$ cat config.mk
export PLATFORM = sky130hd
export DESIGN_NAME = mem_stage_flat
export DESIGN_NICKNAME = d
export VERILOG_FILES = /design/src/rtl/mem_stage_if.sv /design/src/rtl/mem_stage.sv /design/src/flat_wrapper.sv
export SDC_FILE = /design/constraint.sdc
export NUM_CORES = 1
export LEC_CHECK = 0
export CAP_MARGIN = 0
export CORE_UTILIZATION = 45
export DETAILED_ROUTE_END_ITERATION = 12
export PLACE_DENSITY = 0.86
export SLEW_MARGIN = 20
export SYNTH_ARGS = -nofsm -noshare
export SYNTH_HDL_FRONTEND = slang
export SYNTH_SLANG_ARGS = --single-unit
export TNS_END_PERCENT = 20
$ cat constraint.sdc
create_clock -name clk -period 3.3 [get_ports clk]
set_input_delay 0.33 -clock clk [delete_from_list [all_inputs] [get_ports clk]]
set_output_delay 0.33 -clock clk [all_outputs]
set_load 0.005 [all_outputs]
$ cat src/rtl/mem_stage_if.sv
// Data-bus bundle between the MEM stage (master) and the memory/bus fabric (slave).
// Address is word aligned; sel carries the byte lanes of the access.
interface mem_stage_if;
  logic        req;
  logic        we;
  logic [31:0] addr;
  logic [3:0]  sel;
  logic [31:0] wdata;
  logic [31:0] rdata;
  logic        ack;
  logic        err;

  modport master (
    output req, we, addr, sel, wdata,
    input  rdata, ack, err
  );

  modport slave (
    input  req, we, addr, sel, wdata,
    output rdata, ack, err
  );
endinterface

$ cat src/rtl/mem_stage.sv
// MEM pipeline stage: runs loads/stores over a req/ack data bus, steers byte lanes,
// extends load data and flags misaligned or failed accesses. Non-memory ops pass straight through.
module mem_stage #(
  parameter int TO_W    = 8,
  parameter int TIMEOUT = 255
) (
  input  logic        clk,
  input  logic        rst,
  input  logic [4:0]  mem_wd_i,
  input  logic        mem_wreg_i,
  input  logic [31:0] mem_wdata_i,
  input  logic [7:0]  mem_aluop_i,
  input  logic [31:0] mem_addr_i,
  input  logic [31:0] mem_reg2_i,
  input  logic [5:0]  stalled,
  output logic        stallreq_o,
  output logic [4:0]  wd_o,
  output logic        wreg_o,
  output logic [31:0] wdata_o,
  output logic        exc_misalign_o,
  output logic        exc_bus_o,
  output logic [31:0] exc_addr_o,
  mem_stage_if.master dbus
);

  localparam logic [7:0] EXE_LB_OP  = 8'b1110_0000;
  localparam logic [7:0] EXE_LH_OP  = 8'b1110_0001;
  localparam logic [7:0] EXE_LW_OP  = 8'b1110_0011;
  localparam logic [7:0] EXE_LBU_OP = 8'b1110_0100;
  localparam logic [7:0] EXE_LHU_OP = 8'b1110_0101;
  localparam logic [7:0] EXE_SB_OP  = 8'b1110_1000;
  localparam logic [7:0] EXE_SH_OP  = 8'b1110_1001;
  localparam logic [7:0] EXE_SW_OP  = 8'b1110_1011;

  localparam logic [1:0] SZ_B = 2'd0;
  localparam logic [1:0] SZ_H = 2'd1;
  localparam logic [1:0] SZ_W = 2'd2;

  localparam logic [TO_W-1:0] TO_LAST = TO_W'(TIMEOUT - 1);

  typedef enum logic [1:0] {IDLE, BUSY, DONE} state_t;

  state_t            state_reg, state_next;
  logic              req_reg, we_reg;
  logic [31:0]       addr_reg, wdata_reg, rdata_reg;
  logic [3:0]        sel_reg;
  logic [TO_W-1:0]   cnt_reg;
  logic              err_reg;
  logic              load_reg, uns_reg;
  logic [1:0]        size_reg, off_reg;

  logic              is_mem, is_load, is_uns, aligned, start, timed_out, bus_fail;
  logic [1:0]        size;
  logic [3:0]        sel_calc;
  logic [31:0]       st_data, ld_ext;
  logic [7:0]        ld_byte;
  logic [15:0]       ld_half;

  // Only bit 4 of the stall vector concerns this stage.
  logic unused_stall;
  assign unused_stall = ^{stalled[5], stalled[3:0]};

  always_comb begin
    is_mem  = 1'b1;
    is_load = 1'b1;
    is_uns  = 1'b0;
    size    = SZ_W;
    case (mem_aluop_i)
      EXE_LB_OP:  size = SZ_B;
      EXE_LBU_OP: begin size = SZ_B; is_uns = 1'b1; end
      EXE_LH_OP:  size = SZ_H;
      EXE_LHU_OP: begin size = SZ_H; is_uns = 1'b1; end
      EXE_LW_OP:  size = SZ_W;
      EXE_SB_OP:  begin size = SZ_B; is_load = 1'b0; end
      EXE_SH_OP:  begin size = SZ_H; is_load = 1'b0; end
      EXE_SW_OP:  begin size = SZ_W; is_load = 1'b0; end
      default:    begin is_mem = 1'b0; is_load = 1'b0; end
    endcase
  end

  always_comb begin
    aligned  = 1'b1;
    sel_calc = 4'hF;
    case (size)
      SZ_B: sel_calc = 4'b0001 << mem_addr_i[1:0];
      SZ_H: begin
        aligned  = ~mem_addr_i[0];
        sel_calc = mem_addr_i[1] ? 4'b1100 : 4'b0011;
      end
      default: aligned = (mem_addr_i[1:0] == 2'b00);
    endcase
  end

  // Store data is replicated so every enabled lane already carries the right bytes.
  genvar gi;
  generate
    for (gi = 0; gi < 4; gi++) begin : g_lane
      assign st_data[gi*8 +: 8] = (size == SZ_B) ? mem_reg2_i[7:0] :
                                  (size == SZ_H) ? mem_reg2_i[(gi%2)*8 +: 8] :
                                                   mem_reg2_i[gi*8 +: 8];
    end
  endgenerate

  assign timed_out = (TIMEOUT != 0) && (cnt_reg == TO_LAST);
  assign bus_fail  = dbus.err || timed_out;

  always_comb begin
    ld_byte = rdata_reg[{off_reg, 3'b000} +: 8];
    ld_half = off_reg[1] ? rdata_reg[31:16] : rdata_reg[15:0];
    case (size_reg)
      SZ_B:    ld_ext = uns_reg ? {24'b0, ld_byte} : {{24{ld_byte[7]}}, ld_byte};
      SZ_H:    ld_ext = uns_reg ? {16'b0, ld_half} : {{16{ld_half[15]}}, ld_half};
      default: ld_ext = rdata_reg;
    endcase
  end

  always_comb begin
    state_next     = state_reg;
    start          = 1'b0;
    stallreq_o     = 1'b0;
    wd_o           = mem_wd_i;
    wreg_o         = mem_wreg_i;
    wdata_o        = mem_wdata_i;
    exc_misalign_o = 1'b0;
    exc_bus_o      = 1'b0;
    case (state_reg)
      IDLE: begin
        if (is_mem) begin
          if (!aligned) begin
            exc_misalign_o = 1'b1;
            wreg_o         = 1'b0;
          end else begin
            stallreq_o = 1'b1;
            start      = 1'b1;
            state_next = BUSY;
          end
        end
      end
      BUSY: begin
        stallreq_o = 1'b1;
        wreg_o     = 1'b0;
        if (bus_fail || dbus.ack)
          state_next = DONE;
      end
      default: begin
        if (load_reg)
          wdata_o = ld_ext;
        if (err_reg) begin
          wreg_o    = 1'b0;
          exc_bus_o = 1'b1;
        end
        if (!stalled[4])
          state_next = IDLE;
      end
    endcase
  end

  assign exc_addr_o = mem_addr_i;

  always_ff @(posedge clk or negedge rst) begin
    if (!rst) begin
      state_reg <= IDLE;
      req_reg   <= 1'b0;
      we_reg    <= 1'b0;
      sel_reg   <= 4'h0;
      addr_reg  <= 32'h0;
      wdata_reg <= 32'h0;
      rdata_reg <= 32'h0;
      cnt_reg   <= '0;
      err_reg   <= 1'b0;
      load_reg  <= 1'b0;
      uns_reg   <= 1'b0;
      size_reg  <= SZ_W;
      off_reg   <= 2'b00;
    end else begin
      state_reg <= state_next;
      if (start) begin
        req_reg   <= 1'b1;
        we_reg    <= ~is_load;
        sel_reg   <= sel_calc;
        addr_reg  <= {mem_addr_i[31:2], 2'b00};
        wdata_reg <= st_data;
        cnt_reg   <= '0;
        err_reg   <= 1'b0;
        load_reg  <= is_load;
        uns_reg   <= is_uns;
        size_reg  <= size;
        off_reg   <= mem_addr_i[1:0];
      end else if (state_reg == BUSY) begin
        cnt_reg <= cnt_reg + 1'b1;
        // An error reported together with ack takes priority.
        if (bus_fail) begin
          err_reg <= 1'b1;
          req_reg <= 1'b0;
        end else if (dbus.ack) begin
          rdata_reg <= dbus.rdata;
          req_reg   <= 1'b0;
        end
      end
    end
  end

  assign dbus.req   = req_reg;
  assign dbus.we    = we_reg;
  assign dbus.sel   = sel_reg;
  assign dbus.addr  = addr_reg;
  assign dbus.wdata = wdata_reg;

endmodule

$ cat src/flat_wrapper.sv
// flat-port wrapper written by rule: the top's interface ports become plain ports
module mem_stage_flat 
#(
  parameter int TO_W    = 8,
  parameter int TIMEOUT = 255
)
  (clk, rst, mem_wd_i, mem_wreg_i, mem_wdata_i, mem_aluop_i, mem_addr_i, mem_reg2_i, stalled, stallreq_o, wd_o, wreg_o, wdata_o, exc_misalign_o, exc_bus_o, exc_addr_o, dbus_req, dbus_we, dbus_addr, dbus_sel, dbus_wdata, dbus_rdata, dbus_ack, dbus_err);
  mem_stage_if dbus_i ();
  input  logic clk;
  input  logic rst;
  input  logic [4:0] mem_wd_i;
  input  logic mem_wreg_i;
  input  logic [31:0] mem_wdata_i;
  input  logic [7:0] mem_aluop_i;
  input  logic [31:0] mem_addr_i;
  input  logic [31:0] mem_reg2_i;
  input  logic [5:0] stalled;
  output logic stallreq_o;
  output logic [4:0] wd_o;
  output logic wreg_o;
  output logic [31:0] wdata_o;
  output logic exc_misalign_o;
  output logic exc_bus_o;
  output logic [31:0] exc_addr_o;
  output wire logic [$bits(dbus_i.req)-1:0] dbus_req;
  output wire logic [$bits(dbus_i.we)-1:0] dbus_we;
  output wire logic [$bits(dbus_i.addr)-1:0] dbus_addr;
  output wire logic [$bits(dbus_i.sel)-1:0] dbus_sel;
  output wire logic [$bits(dbus_i.wdata)-1:0] dbus_wdata;
  input wire logic [$bits(dbus_i.rdata)-1:0] dbus_rdata;
  input wire logic [$bits(dbus_i.ack)-1:0] dbus_ack;
  input wire logic [$bits(dbus_i.err)-1:0] dbus_err;
  assign dbus_req = dbus_i.req;
  assign dbus_we = dbus_i.we;
  assign dbus_addr = dbus_i.addr;
  assign dbus_sel = dbus_i.sel;
  assign dbus_wdata = dbus_i.wdata;
  assign dbus_i.rdata = dbus_rdata;
  assign dbus_i.ack = dbus_ack;
  assign dbus_i.err = dbus_err;
  mem_stage #(.TO_W(TO_W), .TIMEOUT(TIMEOUT)) u_core (.clk(clk), .rst(rst), .mem_wd_i(mem_wd_i), .mem_wreg_i(mem_wreg_i), .mem_wdata_i(mem_wdata_i), .mem_aluop_i(mem_aluop_i), .mem_addr_i(mem_addr_i), .mem_reg2_i(mem_reg2_i), .stalled(stalled), .stallreq_o(stallreq_o), .wd_o(wd_o), .wreg_o(wreg_o), .wdata_o(wdata_o), .exc_misalign_o(exc_misalign_o), .exc_bus_o(exc_bus_o), .exc_addr_o(exc_addr_o), .dbus(dbus_i));
endmodule
==> key figures, run 1 <==
Detailed routing
  – First-pass DRT Iterations: 4
  – Remaining DRCs: 0
  – WL per Instance: 19.14 µm
  – Initial drt markers: 221
  – Via density per instance: 5.414
  – Total Wirelength: 19100 µm
  – Via Count: roughly 5400
  – Post-route ant nets: 0

Finish
  – Most common cell after layout, fill and taps aside: clkdlybuf4s50_1
  – # nets final: 959
  – Antenna cell count: 0
  – Non-filler cells, final: 998
  – Share of cells above drive strength 1: ~18%
  – Post-layout util: 69.65%
  – Fin area: 9668 µm²
  – Most frequent cells in the layout: 276 x clkdlybuf4s50_1, 116 x dfrtp_1, 87 x mux2_2
  – Synth-to-layout area growth: 51.24%

Synthesis
  – Complex-gate fraction of the synthesized area: 8.103%
  – Post-synth top area cell: dfrtp_1
  – Synthesized-area fraction occupied by adder cells: 0.3915%
  – XOR/XNOR Fraction of Synth Area: 0.1370%
  – Synth unique cells: 53
  – Area contributors post-synth: dfrtp_1 45%, mux2_2 15%, buf_4 5.4%
  – Post-synthesis mux area share: 26.89%
  – Post-Synth Simple-Gate Area: 10.65%
  – Syn Inst Count: 567
  – Number of synthesized register bits: 117
  – Syn Area/Cell: between 10 and 15 µm²
  – Seq/Total Area, Yosys: 45.82%
  – Number of flops mapped to enable cells by yosys: 0
  – Top FF cell, synth: dfrtp_1
  – Yosys Warn Count: 0
  – Share of the synthesized area in the top cell type: roughly 45%
  – Main combinational cell family by area after synthesis: multiplexers
  – FFs w/ async S/R, synth: 100.0%
  – Post-Syn Area: between 6000 and 7000 µm²

Worst setup path
  – CP max FO: 12
  – Critical path cell sequence: nand2_1 -> nor3_2 -> a221o_1 -> clkdlybuf4s50_1
  – Slowest stage delay, CP: 0.65 ns
  – Critical path launch point type: flip-flop
  – WS Path Type: reg -> out
  – Slowest-stage cell, CP: nor3_2
  – CP Data Required Time: 2.97 ns
  – Critical path arrival: 2.72 ns
  – Critical Path Sink Type: output port

Timing
  – RSZ-0062 raised after global routing: false
  – Relative slew slack: 53.54%
  – Maximum operating frequency: approximately 330 MHz
  – Final WS setup: 0.2546 ns
  – Slew @ Worst Pin: just under 0.7 ns
  – Final Cycle Share: 92.28%
  – Slew Viols, Final: 0
  – # setup viols final: 0
  – Setup tns final: 0 ns
  – Final hold vios: 0
  – Period minus WS final: 3.045 ns
  – Hold_ws: 0.4837 ns
  – Clk_skew: 0.01061 ns

Pwr
  – NetSw: 1.232 mW
  – Total Power: 4.632 mW
  – Gate power share: 21.7%
  – Peak VDD IR: 396.6 µV
  – Sw Ratio: 26.59%
  – Pint: 3.400 mW
  – PwrDens: between 400 and 500 nW/µm²
  – Leakage: about 4.2 nW
  – Clock network fraction of design power: approximately two fifths
  – Reg power frac: 38.5%

Min path
  – Worst min-delay path class: reg -> reg

Flow run
  – Max Cap Viol: 0

Global routing
  – First-pass GRT wire length: about 30000 µm
  – Vias in the first global route: roughly 5700
  – GRT Total Usage: about a quarter
  – Antenna violations before repair: 0
  – Largest net degree at the start of global routing: 67
  – Grt ovf: 0

Placed design
  – GPL Wtd Cong: 0.8514
  – PortBufs: 277
  – Inst Count DP: 965
  – DP Worst Slack: 0.6018 ns
  – HPWL after detailed placement: 14050 µm
  – Placed Area: 9062 µm²

Clock network
  – CTS clk-pin slew, worst paths: 0.05 ns
  – Worst-Skew Late Latency: 0.42 ns
  – H-tree levels: 4
  – CTS tree: built
  – Clock Sinks: ~120
  – Total CTS buffers: 17
  – Post-CTS sizing: 0
  – Root Buffer: clkbuf_16
  – CTS Buffer Depth: 2

Floorplan
  – Die ar.: 14690 µm²
  – Die height: 121.2 µm
  – Top-Level Pins: 295
  – Rows: 43
  – Core area: 13880 µm²
  – Die W: between 100 and 150 µm
  – Initial Utilization: 46.05%

Outcome
  – Status: complete, no violations
==> layout make-up <==
cell class / instances / area [µm²]
Clock buffer: 17 / 425.4
Clock inverter: 15 / 170.2
Fill cell: 940 / 4213
Inverter: 7 / 26.28
Multi-Input combinational cell: 369 / 2962
Sequential cell: 117 / 2929
Tap cell: 180 / 225.2
Timing Repair Buffer: 293 / 2930
==> power by group through the flow <==
| stage | clock network (mW) | logic (mW) | registers (mW) |
|---|---|---|---|
| 2_1_floorplan | 0 | 0.407 | 1.77 |
| 3_3_place_gp | 0 | 0.972 | 1.78 |
| 3_5_place_dp | 0 | 1.00 | 1.80 |
| 4_1_cts | 1.88 | 1.01 | 1.78 |
| 5_1_grt | 1.94 | 1.08 | 1.81 |
| 6_report | 1.84 | 1.01 | 1.78 |
==> worst max-delay path, delay by kind of cell, from the launching register on <==
family | cells | cell delay (ns)
flops | 1 | 0.50
simple gates | 2 | 1.02
buf+inv | 1 | 0.52
compound gates | 1 | 0.26
==> logic make-up (layout without fill, tap and decap cells) <==
logic type | Yosys count | count (layout)
AO/OA/AOI/OAI | 79 | 79
XOR/XNOR | 1 | 1
adder cells (fa/ha/maj) | 2 | 2
buffers and inverters | 82 | 332
flip-flops | 117 | 117
multiplexers | 147 | 147
other | 1 | 2
AND/OR/NAND/NOR | 138 | 138
==> Yosys cell counts (4+ instances only) <==
cell type / number
a21oi_1: 15
mux4_2: 7
buf_4: 46
clkbuf_1: 17
nor2_1: 13
nand3_1: 37
o211ai_1: 4
o21ai_0: 29
buf_2: 10
and3_1: 8
mux2_2: 87
inv_1: 7
nand2_1: 51
dfrtp_1: 116
mux2i_1: 24
mux2_1: 28
nand2b_1: 5
nor3_1: 5
a221o_1: 8
==> final timing paths <==
| kind | start | endpoint | slack, ns | cells past startpoint |
|---|---|---|---|---|
| setup / recovery | u_core.state_reg[1]$_DFFE_PN0P_ | wdata_o[14] | 0.25 | 4 |
| hold / removal | u_core.dbus.addr[28]$_DFFE_PN0N_ | u_core.dbus.addr[28]$_DFFE_PN0N_ | 0.48 | 1 |
| setup reg to reg | u_core.state_reg[1]$_DFFE_PN0P_ | u_core.rdata_reg[18]$_DFFE_PN0P_ | 1.18 | 5 |
| hold reg to reg | u_core.dbus.addr[28]$_DFFE_PN0N_ | u_core.dbus.addr[28]$_DFFE_PN0N_ | 0.48 | 1 |
| max in group asynchronous | rst | u_core.rdata_reg[20]$_DFFE_PN0P_ | 1.96 | 3 |
| min in group asynchronous | rst | u_core.rdata_reg[22]$_DFFE_PN0P_ | 0.52 | 2 |
==> metal layers <==
metal	GRT usage [%]	wire length, µm	share of wire, %
met5	0	0	0
met4	11.42	386	2.0
met3	9.211	1552	8.1
met2	46.14	9847	52
met1	29.73	7314	38
==> repair_timing <==
action / in CTS / in global routing
endpoints found under the hold margin: 50 / 0
setup buffers: 0 / 0
hold buffers: 1 / 0
No activity file was read; power rests on OpenSTA's default activity.
==> inputs of run 2 (changes only) <==
==> constraint.sdc (replaced) <==
create_clock -name clk -period 3.3 [get_ports clk]
set_input_delay 0.33 -clock clk [delete_from_list [all_inputs] [get_ports clk]]
set_output_delay 0.33 -clock clk [all_outputs]
set_load 0.02 [all_outputs]
==> key figures, run 2 (same netlist as run 1, synthesis figures left out) <==
Pwr
  – Total Power: 5.043 mW (was 4.632 mW)
  – Reg power frac: 35.5% (was 38.5%)
  – Peak VDD IR: 387.7 µV (was 396.6 µV)
  – Sw Ratio: 27.57% (was 26.59%)
  – PwrDens: 517.5 nW/µm² (was 479.1 nW/µm²)
  – Pint: 3.652 mW (was 3.400 mW)
  – Clock network fraction of design power: 40.7% (was 39.8%)
  – Gate power share: 23.8% (was 21.7%)
  – Leakage: 4.261 nW (was 4.225 nW)
  – NetSw: 1.390 mW (was 1.232 mW)

Global routing
  – GRT Total Usage: 27.30% (was 26.70%)
  – Vias in the first global route: 5873 (was 5747)
  – Largest net degree at the start of global routing: 68 (was 67)
  – Grt ovf: 0 (unchanged)
  – Most Used Layer, Global Route: met2 (unchanged)
  – Met3 usage: 8.741% (was 9.211%)
  – Grt met2 use: 48.96% (was 46.14%)
  – First-pass GRT wire length: 30260 µm (was 29830 µm)
  – GR Util met1: 29.79% (was 29.73%)
  – Antenna violations before repair: 0 (unchanged)

Detailed routing
  – Via Count: 5532 (was 5403)
  – Remaining DRCs: 0 (unchanged)
  – First-pass DRT Iterations: 5 (was 4)
  – WL per Instance: 19.57 µm (was 19.14 µm)
  – Via density per instance: 5.532 (was 5.414)
  – Post-route ant nets: 0 (unchanged)
  – Initial drt markers: 213 (was 221)
  – Total Wirelength: 19570 µm (was 19100 µm)

Placed design
  – GPL Wtd Cong: 0.8674 (was 0.8514)
  – Placed Area: 9077 µm² (was 9062 µm²)
  – PortBufs: 277 (unchanged)
  – HPWL after detailed placement: 14240 µm (was 14050 µm)

Min path
  – HP Start: u_core.dbus.addr[5]$_DFFE_PN0N_ (was u_core.dbus.addr[28]$_DFFE_PN0N_)
  – Hold path endpoint: u_core.dbus.addr[5]$_DFFE_PN0N_ (was u_core.dbus.addr[28]$_DFFE_PN0N_)
  – Worst Hold Path Cells: 1 (unchanged)
  – Worst min-delay path class: reg -> reg (unchanged)

Worst setup path
  – Critical path launch point type: flip-flop (unchanged)
  – RR Endpoint: u_core.dbus.wdata[20]$_DFFE_PN0N_ (was u_core.rdata_reg[18]$_DFFE_PN0P_)
  – Worst Setup SP: u_core.off_reg[1]$_DFFE_PN0N_ (was u_core.state_reg[1]$_DFFE_PN0P_)
  – CP Data Required Time: 2.97 ns (about the same)
  – R2R setup slack: 1.20 ns (was 1.18 ns)
  – WS Path Type: reg -> out (unchanged)
  – Critical path arrival: 2.77 ns (was 2.72 ns)
  – CP max FO: 16 (was 12)
  – Critical Path Sink Type: output port (unchanged)
  – R2R depth: 7 (was 5)
  – Reg-to-reg startpoint: u_core.state_reg[1]$_DFFE_PN0P_ (unchanged)

Timing
  – RSZ-0062 raised after global routing: false (unchanged)
  – Final Cycle Share: 93.97% (was 92.28%)
  – Slew @ Worst Pin: 0.6941 ns (was 0.6952 ns)
  – Relative slew slack: 53.73% (was 53.54%)
  – Maximum operating frequency: 322.5 MHz (was 328.4 MHz)
  – Slew Viols, Final: 0 (unchanged)
  – Period minus WS final: 3.101 ns (was 3.045 ns)
  – # setup viols final: 0 (unchanged)
  – Setup tns final: 0 ns (unchanged)
  – Final hold vios: 0 (unchanged)
  – Clk_skew: 0.01339 ns (was 0.01061 ns)

Finish
  – Antenna cell count: 0 (unchanged)
  – # nets final: 961 (was 959)
  – Most frequent cells in the layout: 276 x clkdlybuf4s50_1, 116 x dfrtp_1, 87 x mux2_2 (unchanged)
  – Synth-to-layout area growth: 52.44% (was 51.24%)
  – Share of cells above drive strength 1: 18.41% (was 18.34%)
  – Post-layout util: 70.20% (was 69.65%)
  – Most common cell after layout, fill and taps aside: clkdlybuf4s50_1 (unchanged)
  – Fin area: 9744 µm² (was 9668 µm²)
  – Fillers: 951 (was 940)

Outcome
  – Status: complete, no violations (unchanged)

Clock network
  – Root Buffer: clkbuf_16 (unchanged)
  – CTS clk-pin slew, worst paths: 0.06 ns (was 0.05 ns)
  – CTS tree: built (unchanged)
  – H-tree levels: 4 (unchanged)
  – CTS Buffer Depth: 2 (unchanged)
  – Total CTS buffers: 17 (unchanged)
  – Post-CTS sizing: 0 (unchanged)
  – Worst-Skew Late Latency: 0.42 ns (about the same)
  – Clock Sinks: 117 (unchanged)

Flow run
  – Max Cap Viol: 0 (unchanged)

Floorplan
  – Initial Utilization: 46.05% (unchanged)
  – Die height: 121.2 µm (unchanged)
  – Core area: 13880 µm² (unchanged)
  – Die W: 121.2 µm (unchanged)
  – Top-Level Pins: 295 (unchanged)
  – Rows: 43 (unchanged)
  – Die ar.: 14690 µm² (unchanged)
[run 2: power groups by stage]
stage | sequential, mW | combinational [mW] | clock (mW)
2_1_floorplan | 1.90 | 0.467 | 0
3_3_place_gp | 1.79 | 1.16 | 0
3_5_place_dp | 1.81 | 1.19 | 0
4_1_cts | 1.79 | 1.21 | 2.07
5_1_grt | 1.82 | 1.28 | 2.14
6_report | 1.79 | 1.20 | 2.05
[run 2: timing repair]
item                                   4_1_cts  5_1_grt
setup buffers                                0        0
endpoints found under the hold margin       50        0
hold buffers                                 1        0
[run 2: worst max path at each step]
stage / endpoint / slack (ns) / cells past startpoint
global placement: wreg_o / 0.56 / 6
detailed placement: wreg_o / 0.48 / 6
finish: wdata_o[24] / 0.20 / 6
global route: wdata_o[24] / 0.003 / 5
CTS: wdata_o[24] / 0.18 / 6
floorplan: wdata_o[21] / 1.24 / 6
[run 2: cell type report]
cell class                      instances  area [µm²]  area share, %
Multi-Input combinational cell        369        2962          30.39
Timing Repair Buffer                  295        2945          30.23
Sequential cell                       117        2929          30.06
Clock buffer                           20       456.7          4.687
Tap cell                              180       225.2          2.311
Clock inverter                         12       200.2          2.054
Inverter                                7       26.28         0.2696
[run 2: routing by layer]
layer  vias up  share of wire (%)
li1       2506                  -
met4         0                2.1
met5         -                  0
met2       268                 53
met3        38                8.6
met1      2720                 37
[run 2: through the flow]
stage / instances / setup WS, ns / hold slack [ns]
after floorplan: 568 / 1.237 / 0.03441
after global placement: 967 / 0.5600 / 0.3880
after detailed placement: 967 / 0.4770 / 0.4012
after CTS: 1000 / 0.1793 / 0.4875
after global routing: 1000 / 0.002643 / 0.4973
final: 1000 / 0.1989 / 0.4843
[run 2: worst max-delay path, cell delays in order (launching register included)]
cell and delay, ns:
dfrtp_1 0.41, buf_4 0.19, mux2_2 0.23, nand2_1 0.06, a2111o_1 0.66, nand3_1 0.19
clkdlybuf4s50_1 0.62
